File: src/rtl/rr_scoreboard_pkg.sv
// Shared codes for the register-read issue scoreboard.
// FSM encodings and register-index constants.
package rr_scoreboard_pkg;

    typedef enum logic {
        SB_RUN   = 1'b0,
        SB_DRAIN = 1'b1
    } sb_state_e;

    localparam int SB_REG_AW = 5;

    localparam logic [SB_REG_AW-1:0] SB_X0 = '0;

endpackage

File: src/rtl/rr_scoreboard_issue.sv
// One-entry valid/ready issue register for rr_scoreboard.
// Loads on accept, holds while stalled, clears on consume or flush.
module rr_issue_reg
    import rr_scoreboard_pkg::*;
#(
    parameter int TAG_W  = 32,
    parameter int REG_AW = SB_REG_AW
) (
    input  logic              clock,
    input  logic              reset_n,
    input  logic              flush,
    input  logic              load,
    input  logic              iss_ready,
    input  logic [REG_AW-1:0] d_rs1,
    input  logic [REG_AW-1:0] d_rs2,
    input  logic [REG_AW-1:0] d_rd,
    input  logic              d_wr_rd,
    input  logic [TAG_W-1:0]  d_tag,
    output logic              iss_valid,
    output logic [REG_AW-1:0] iss_rs1,
    output logic [REG_AW-1:0] iss_rs2,
    output logic [REG_AW-1:0] iss_rd,
    output logic              iss_wr_rd,
    output logic [TAG_W-1:0]  iss_tag
);

    always_ff @(posedge clock or negedge reset_n) begin
        if (!reset_n) begin
            iss_valid <= 1'b0;
            iss_rs1   <= '0;
            iss_rs2   <= '0;
            iss_rd    <= '0;
            iss_wr_rd <= 1'b0;
            iss_tag   <= '0;
        end else if (flush) begin
            iss_valid <= 1'b0;
        end else if (load) begin
            iss_valid <= 1'b1;
            iss_rs1   <= d_rs1;
            iss_rs2   <= d_rs2;
            iss_rd    <= d_rd;
            iss_wr_rd <= d_wr_rd;
            iss_tag   <= d_tag;
        end else if (iss_ready) begin
            iss_valid <= 1'b0;
        end
    end

endmodule

File: src/rtl/rr_scoreboard.sv
// Issue controller: busy scoreboard, RAW/WAW stall, fence drain.
// Optional RR_SB_PERF_EN adds stall_cycles/fence_cycles counters.
module rr_scoreboard
    import rr_scoreboard_pkg::*;
#(
    parameter int TAG_W  = 32,
    parameter int REG_AW = SB_REG_AW
) (
    input  logic                 clock,
    input  logic                 reset_n,
    input  logic                 flush,
    input  logic                 dec_valid,
    output logic                 dec_ready,
    input  logic [REG_AW-1:0]    dec_rs1,
    input  logic [REG_AW-1:0]    dec_rs2,
    input  logic [REG_AW-1:0]    dec_rd,
    input  logic                 dec_use_rs1,
    input  logic                 dec_use_rs2,
    input  logic                 dec_wr_rd,
    input  logic                 dec_fence,
    input  logic [TAG_W-1:0]     dec_tag,
    output logic                 iss_valid,
    input  logic                 iss_ready,
    output logic [REG_AW-1:0]    iss_rs1,
    output logic [REG_AW-1:0]    iss_rs2,
    output logic [REG_AW-1:0]    iss_rd,
    output logic                 iss_wr_rd,
    output logic [TAG_W-1:0]     iss_tag,
    input  logic                 wb_valid,
    input  logic [REG_AW-1:0]    wb_rd,
    output logic [2**REG_AW-1:0] busy_mask
`ifdef RR_SB_PERF_EN
    ,
    output logic [31:0]          stall_cycles,
    output logic [31:0]          fence_cycles
`endif
);

    localparam int NREG = 2**REG_AW;

    sb_state_e         state;
    logic [NREG-1:0]   busy_eff;
    logic [NREG-1:0]   busy_nxt;
    logic              hazard;
    logic              out_free;
    logic              acc_fence;
    logic              acc_plain;
    logic              accept;

    // A writeback landing this cycle already frees its register.
    always_comb begin
        busy_eff = busy_mask;
        if (wb_valid) busy_eff[wb_rd] = 1'b0;
    end

    assign hazard = (dec_use_rs1 & busy_eff[dec_rs1])
                  | (dec_use_rs2 & busy_eff[dec_rs2])
                  | (dec_wr_rd   & busy_eff[dec_rd]);

    assign out_free  = !iss_valid | iss_ready;
    assign acc_fence = dec_valid & dec_fence & (busy_eff == '0)
                     & out_free & !flush;
    assign acc_plain = dec_valid & !dec_fence & !hazard & out_free
                     & !flush & (state == SB_RUN);
    assign accept    = acc_fence | acc_plain;
    assign dec_ready = accept;

    always_comb begin
        busy_nxt = busy_eff;
        if (accept && dec_wr_rd && dec_rd != SB_X0[REG_AW-1:0])
            busy_nxt[dec_rd] = 1'b1;
        busy_nxt[0] = 1'b0;
    end

    always_ff @(posedge clock or negedge reset_n) begin
        if (!reset_n) begin
            busy_mask <= '0;
        end else if (flush) begin
            busy_mask <= '0;
        end else begin
            busy_mask <= busy_nxt;
        end
    end

    always_ff @(posedge clock or negedge reset_n) begin
        if (!reset_n) begin
            state <= SB_RUN;
        end else if (flush) begin
            state <= SB_RUN;
        end else begin
            case (state)
                SB_RUN:
                    if (dec_valid && dec_fence && !acc_fence)
                        state <= SB_DRAIN;
                SB_DRAIN:
                    if (acc_fence) state <= SB_RUN;
                default: state <= SB_RUN;
            endcase
        end
    end

    rr_issue_reg #(
        .TAG_W  (TAG_W),
        .REG_AW (REG_AW)
    ) u_issue (
        .clock     (clock),
        .reset_n   (reset_n),
        .flush     (flush),
        .load      (accept),
        .iss_ready (iss_ready),
        .d_rs1     (dec_rs1),
        .d_rs2     (dec_rs2),
        .d_rd      (dec_rd),
        .d_wr_rd   (dec_wr_rd),
        .d_tag     (dec_tag),
        .iss_valid (iss_valid),
        .iss_rs1   (iss_rs1),
        .iss_rs2   (iss_rs2),
        .iss_rd    (iss_rd),
        .iss_wr_rd (iss_wr_rd),
        .iss_tag   (iss_tag)
    );

`ifdef RR_SB_PERF_EN
    // Counters survive flush so they measure whole-run behaviour.
    always_ff @(posedge clock or negedge reset_n) begin
        if (!reset_n) begin
            stall_cycles <= '0;
            fence_cycles <= '0;
        end else begin
            if (dec_valid && !dec_ready && !flush)
                stall_cycles <= stall_cycles + 32'd1;
            if (state == SB_DRAIN)
                fence_cycles <= fence_cycles + 32'd1;
        end
    end
`endif

endmodule

File: config.mk
export PLATFORM = sky130hd
export DESIGN_NAME = rr_scoreboard
export DESIGN_NICKNAME = d
export VERILOG_FILES = /design/src/rtl/rr_scoreboard_pkg.sv /design/src/rtl/rr_scoreboard_issue.sv /design/src/rtl/rr_scoreboard.sv
export SDC_FILE = /design/constraint.sdc
export NUM_CORES = 1
export LEC_CHECK = 0
export ABC_AREA = 0
export CAP_MARGIN = 20
export CORE_ASPECT_RATIO = 0.6
export CORE_UTILIZATION = 40
export DETAILED_ROUTE_END_ITERATION = 8
export PLACE_DENSITY = 0.75
export REMOVE_ABC_BUFFERS = 1
export SETUP_SLACK_MARGIN = 0.1
export SYNTH_ARGS = -nofsm -noshare
export SYNTH_HDL_FRONTEND = slang
export SYNTH_HIERARCHICAL = 1
export SYNTH_SLANG_ARGS = --single-unit
export TNS_END_PERCENT = 20
File: constraint.sdc
create_clock -name clock -period 4.9 [get_ports clock]
set_input_delay 1.225 -clock clock [delete_from_list [all_inputs] [get_ports clock]]
set_output_delay 1.225 -clock clock [all_outputs]
set_load 0.05 [all_outputs]
==> metrics.txt <==
status=completed; worst hold slack=between 0.5 and 0.6 ns; vias after detailed routing=around 5600; leakage=0.003293 uW; sum of net half-perimeters after detailed placement=15.08 mm; total I/O pin count=144; weighted congestion at the end of routability-driven global placement=roughly 0.96; final-stage net count=794; transition time at the pin with the least slew margin=0.6742 ns; Setup WS post-layout=0.1698 ns; startpoint type of the worst setup path=primary input; Area contributors post-synth=sky130_fd_sc_hd__dfrtp_1 (38%), sky130_fd_sc_hd__mux2_2 (9.2%), sky130_fd_sc_hd__mux2_4 (5.6%), sky130_fd_sc_hd__o21ai_0 (2.9%), sky130_fd_sc_hd__or4_1 (2.5%); largest clock skew in the final design=0.01108 ns; Area growth syn-to-layout=51.78%; area of the multi-input gates=~3300 sq um; Peak Freq=0.2114 GHz; slowest library cell on the worst path=sky130_fd_sc_hd__and4bb_1; final period demand of the worst path=4.730 ns; Netlist cell types=75; commonest cells in the netlist=sky130_fd_sc_hd__dfrtp_1 (81), sky130_fd_sc_hd__mux2_2 (44), sky130_fd_sc_hd__o21ai_0 (31); final worst path period share=96.53%; hold-fix buffers at CTS=0; number of clock buffers inserted by TritonCTS=9; clock-pin slew reported for the worst setup and hold paths after clock tree synthesis=roughly 0.06 ns; critical path fanouts, max=10; Synth Area per Inst=10.35 sq um; most numerous cell in the Yosys netlist=sky130_fd_sc_hd__dfrtp_1; standard-cell row count=32; start point of the worst hold path=u_issue/iss_tag[6]$_DFFE_PN0P_; count of nets left with antenna violations after detail routing=0; area fraction in and, or, nand and nor cells after synthesis=19.06%; DP Worst Slack=-0.3246 ns; min-delay worst type=reg -> reg; normalized max-slew margin=55.05%; fill count=roughly 1100; routed wire length per instance=22.53 um; detail-routed via count per cell=6.128; origin of the critical flop-to-flop path=busy_mask[5]$_DFF_PN0_; final setup violating endpoints=0; final hold vios=0; detailed-route wire length=20.44 mm; First-pass DRT Iterations=5; asr flop ratio synth=100.0%; initial DRC count=553; clock network latency to the later pin of the worst-skew pair=0.34 ns; diode insertion count for antenna repair=0; EDFF count, synth=0; Yosys reg bits=~80; largest area contributor in the synthesized netlist=sky130_fd_sc_hd__dfrtp_1; critical setup path kind=in -> out; wire length of the first global-routing pass=30.92 mm; sequential share of the synthesized area=37.65%; largest family of logic cells by synthesized area=multiplexers; setup repair after global routing missed its margin=no; max_cap viols=0; Power Dens Cells=356.8 nW/um^2; Die X=151.8 um; Yosys Warn Count=6; area enclosed by the die boundary=13940 sq um; drt drc=0; Post-Syn Area=roughly 5400 sq um; kind of cell adding the most delay to the critical path=simple AND/OR/NAND/NOR gates; vias in the first global route=5331; Crit path buffers/inverters=4; number of buffers between clock root and the deepest sink=2; largest voltage drop on the vdd net=between 0.3 and 0.4 mV; initial core utilization=41.50%; layout cell share with drive strength beyond 1=33.24%; CTS tree=yes; WP data arrival=3.51 ns; overall track demand over capacity in global routing=29.70%; setup TNS after final layout=0 ns; largest stage delay on the critical path=0.46 ns; xor and xnor area share after synthesis=0.9761%; worst setup path startpoint=wb_rd[4]; mux contribution to synthesized area=between 15 and 20%; maximum number of pins on one net before global-route repair=53; area fraction in compound gates after synthesis=16.83%; number of H-tree branching levels=3; endpoint kind of the worst setup timing path=output pin; cell breakdown of the critical path=clkdlybuf4s15_1 > buf_6 > and4bb_1 > nand2_1 > o22a_1 > nor4_2 > and3_1 > a211oi_4 > nor2_2 > buf_4 > buf_12; antenna violations before repair=0; die outline height=between 90 and 100 um; required time of the critical path=about 3.7 ns; register area=2027 sq um; main flop type after synthesis=sky130_fd_sc_hd__dfrtp_1; Adder-Cell Fraction of Synth Area=0%; root buffer cell=sky130_fd_sc_hd__clkbuf_16; clk sinks=81; IO Port Bufs=142; number of pins with negative max-slew slack in the final report=0; number of instances in the synthesized netlist=between 500 and 600; post-synth top area share=37.65%; Core Footprint=12970 sq um; total power=a little under 3000 uW; total overflow reported by the global router=0
==> stage by stage <==
step / util (%) / area (sq um) / instances
after floorplan: - / 5117 / 474
after global placement: 57.81 / 7500 / 878
after detailed placement: 57.81 / 7500 / 878
after CTS: 62.00 / 8043 / 902
after global routing: 62.99 / 8172 / 907
final: 62.99 / 8172 / 907
==> layer usage <==
| layer | global-route usage [%] | wire (um) | vias up |
|---|---|---|---|
| met1 | 43.93 | 9369 | 2757 |
| met2 | 41.25 | 8464 | 333 |
| met4 | 6.353 | 149 | 0 |
| li1 | - | - | 2449 |
| met3 | 10.00 | 2454 | 19 |
| met5 | 0 | 0 | - |
==> worst register-to-register path, delay by kind of cell (launching register included) <==
kind / cells / cell delay [ns]
and+or+nand+nor: 5 / 0.77
AOI/OAI and AO/OA: 3 / 0.63
DFF: 1 / 0.52
buffers and inverters: 3 / 0.49
muxes: 2 / 0.73
==> power breakdown <==
group / switching [uW] / internal (uW) / total (uW)
registers: 85.2 / 818 / 903
logic: 809 / 526 / 1340
clock network: 280 / 397 / 677
total: 1170 / 1740 / 2920
==> layout by cell type, fill, tap and decap left out, drive strengths merged, types with 5 or more instances in the layout <==
cell	netlist	routed
clkdlybuf4s50	0	130
buf	25	107
dfrtp	81	81
mux2	64	64
o21ai	44	44
nand2	20	20
nor2	19	19
or4	18	18
nor2b	18	18
clkbuf	21	15
o22ai	14	14
nand3	13	13
mux2i	13	13
inv	11	12
nor3	12	12
a21oi	9	9
nand4	8	8
nand2b	8	8
o311ai	8	8
nand3b	7	7
or2	7	7
mux4	6	6
o32ai	6	6
nor4	6	6
a31oi	5	5
nand4b	5	5
o41ai	5	5
==> sequential cells by signal (all words and copies together), names as in the netlist <==
name	cells
u_issue/iss_tag	32
u_issue/iss_valid	1
state	1
u_issue/iss_rs2	5
u_issue/iss_rs1	5
u_issue/iss_rd	5
u_issue/iss_wr_rd	1
busy_mask	31
==> logic make-up after synthesis <==
group,after synthesis
simple gates,163
xor+xnor,6
compound gates,129
buf+inv,57
flops,81
other cells,1
mux,83
==> repair_timing <==
action / in CTS / in global routing
pin swaps: 6 / 11
cloned: 0 / 1
gates resized for setup: 54 / 39
buffers inserted: 8 / 4
endpoints found under the setup margin: 1 / 1
==> layout make-up <==
class                      instances  share of cell area (%)
inverter                          11                  0.5359
timing repair buffer             247                   28.16
multi-input combinational        382                   40.28
clock buffer                      10                   2.802
tap                              170                   2.603
clock inverter                     6                  0.8115
sequential                        81                   24.80
==> final timing paths <==
kind / end / slack, ns / cells after the start
min in group asynchronous: u_issue/iss_rs1[3]$_DFFE_PN0P_ / 0.92 / 1
max reg2reg: u_issue/iss_tag[14]$_DFFE_PN0P_ / 1.63 / 13
min reg2reg: u_issue/iss_tag[6]$_DFFE_PN0P_ / 0.50 / 1
min: u_issue/iss_tag[6]$_DFFE_PN0P_ / 0.50 / 1
max in group asynchronous: busy_mask[6]$_DFF_PN0_ / 3.12 / 2
max: dec_ready / 0.17 / 11
Power figures use the tool's default switching activity.
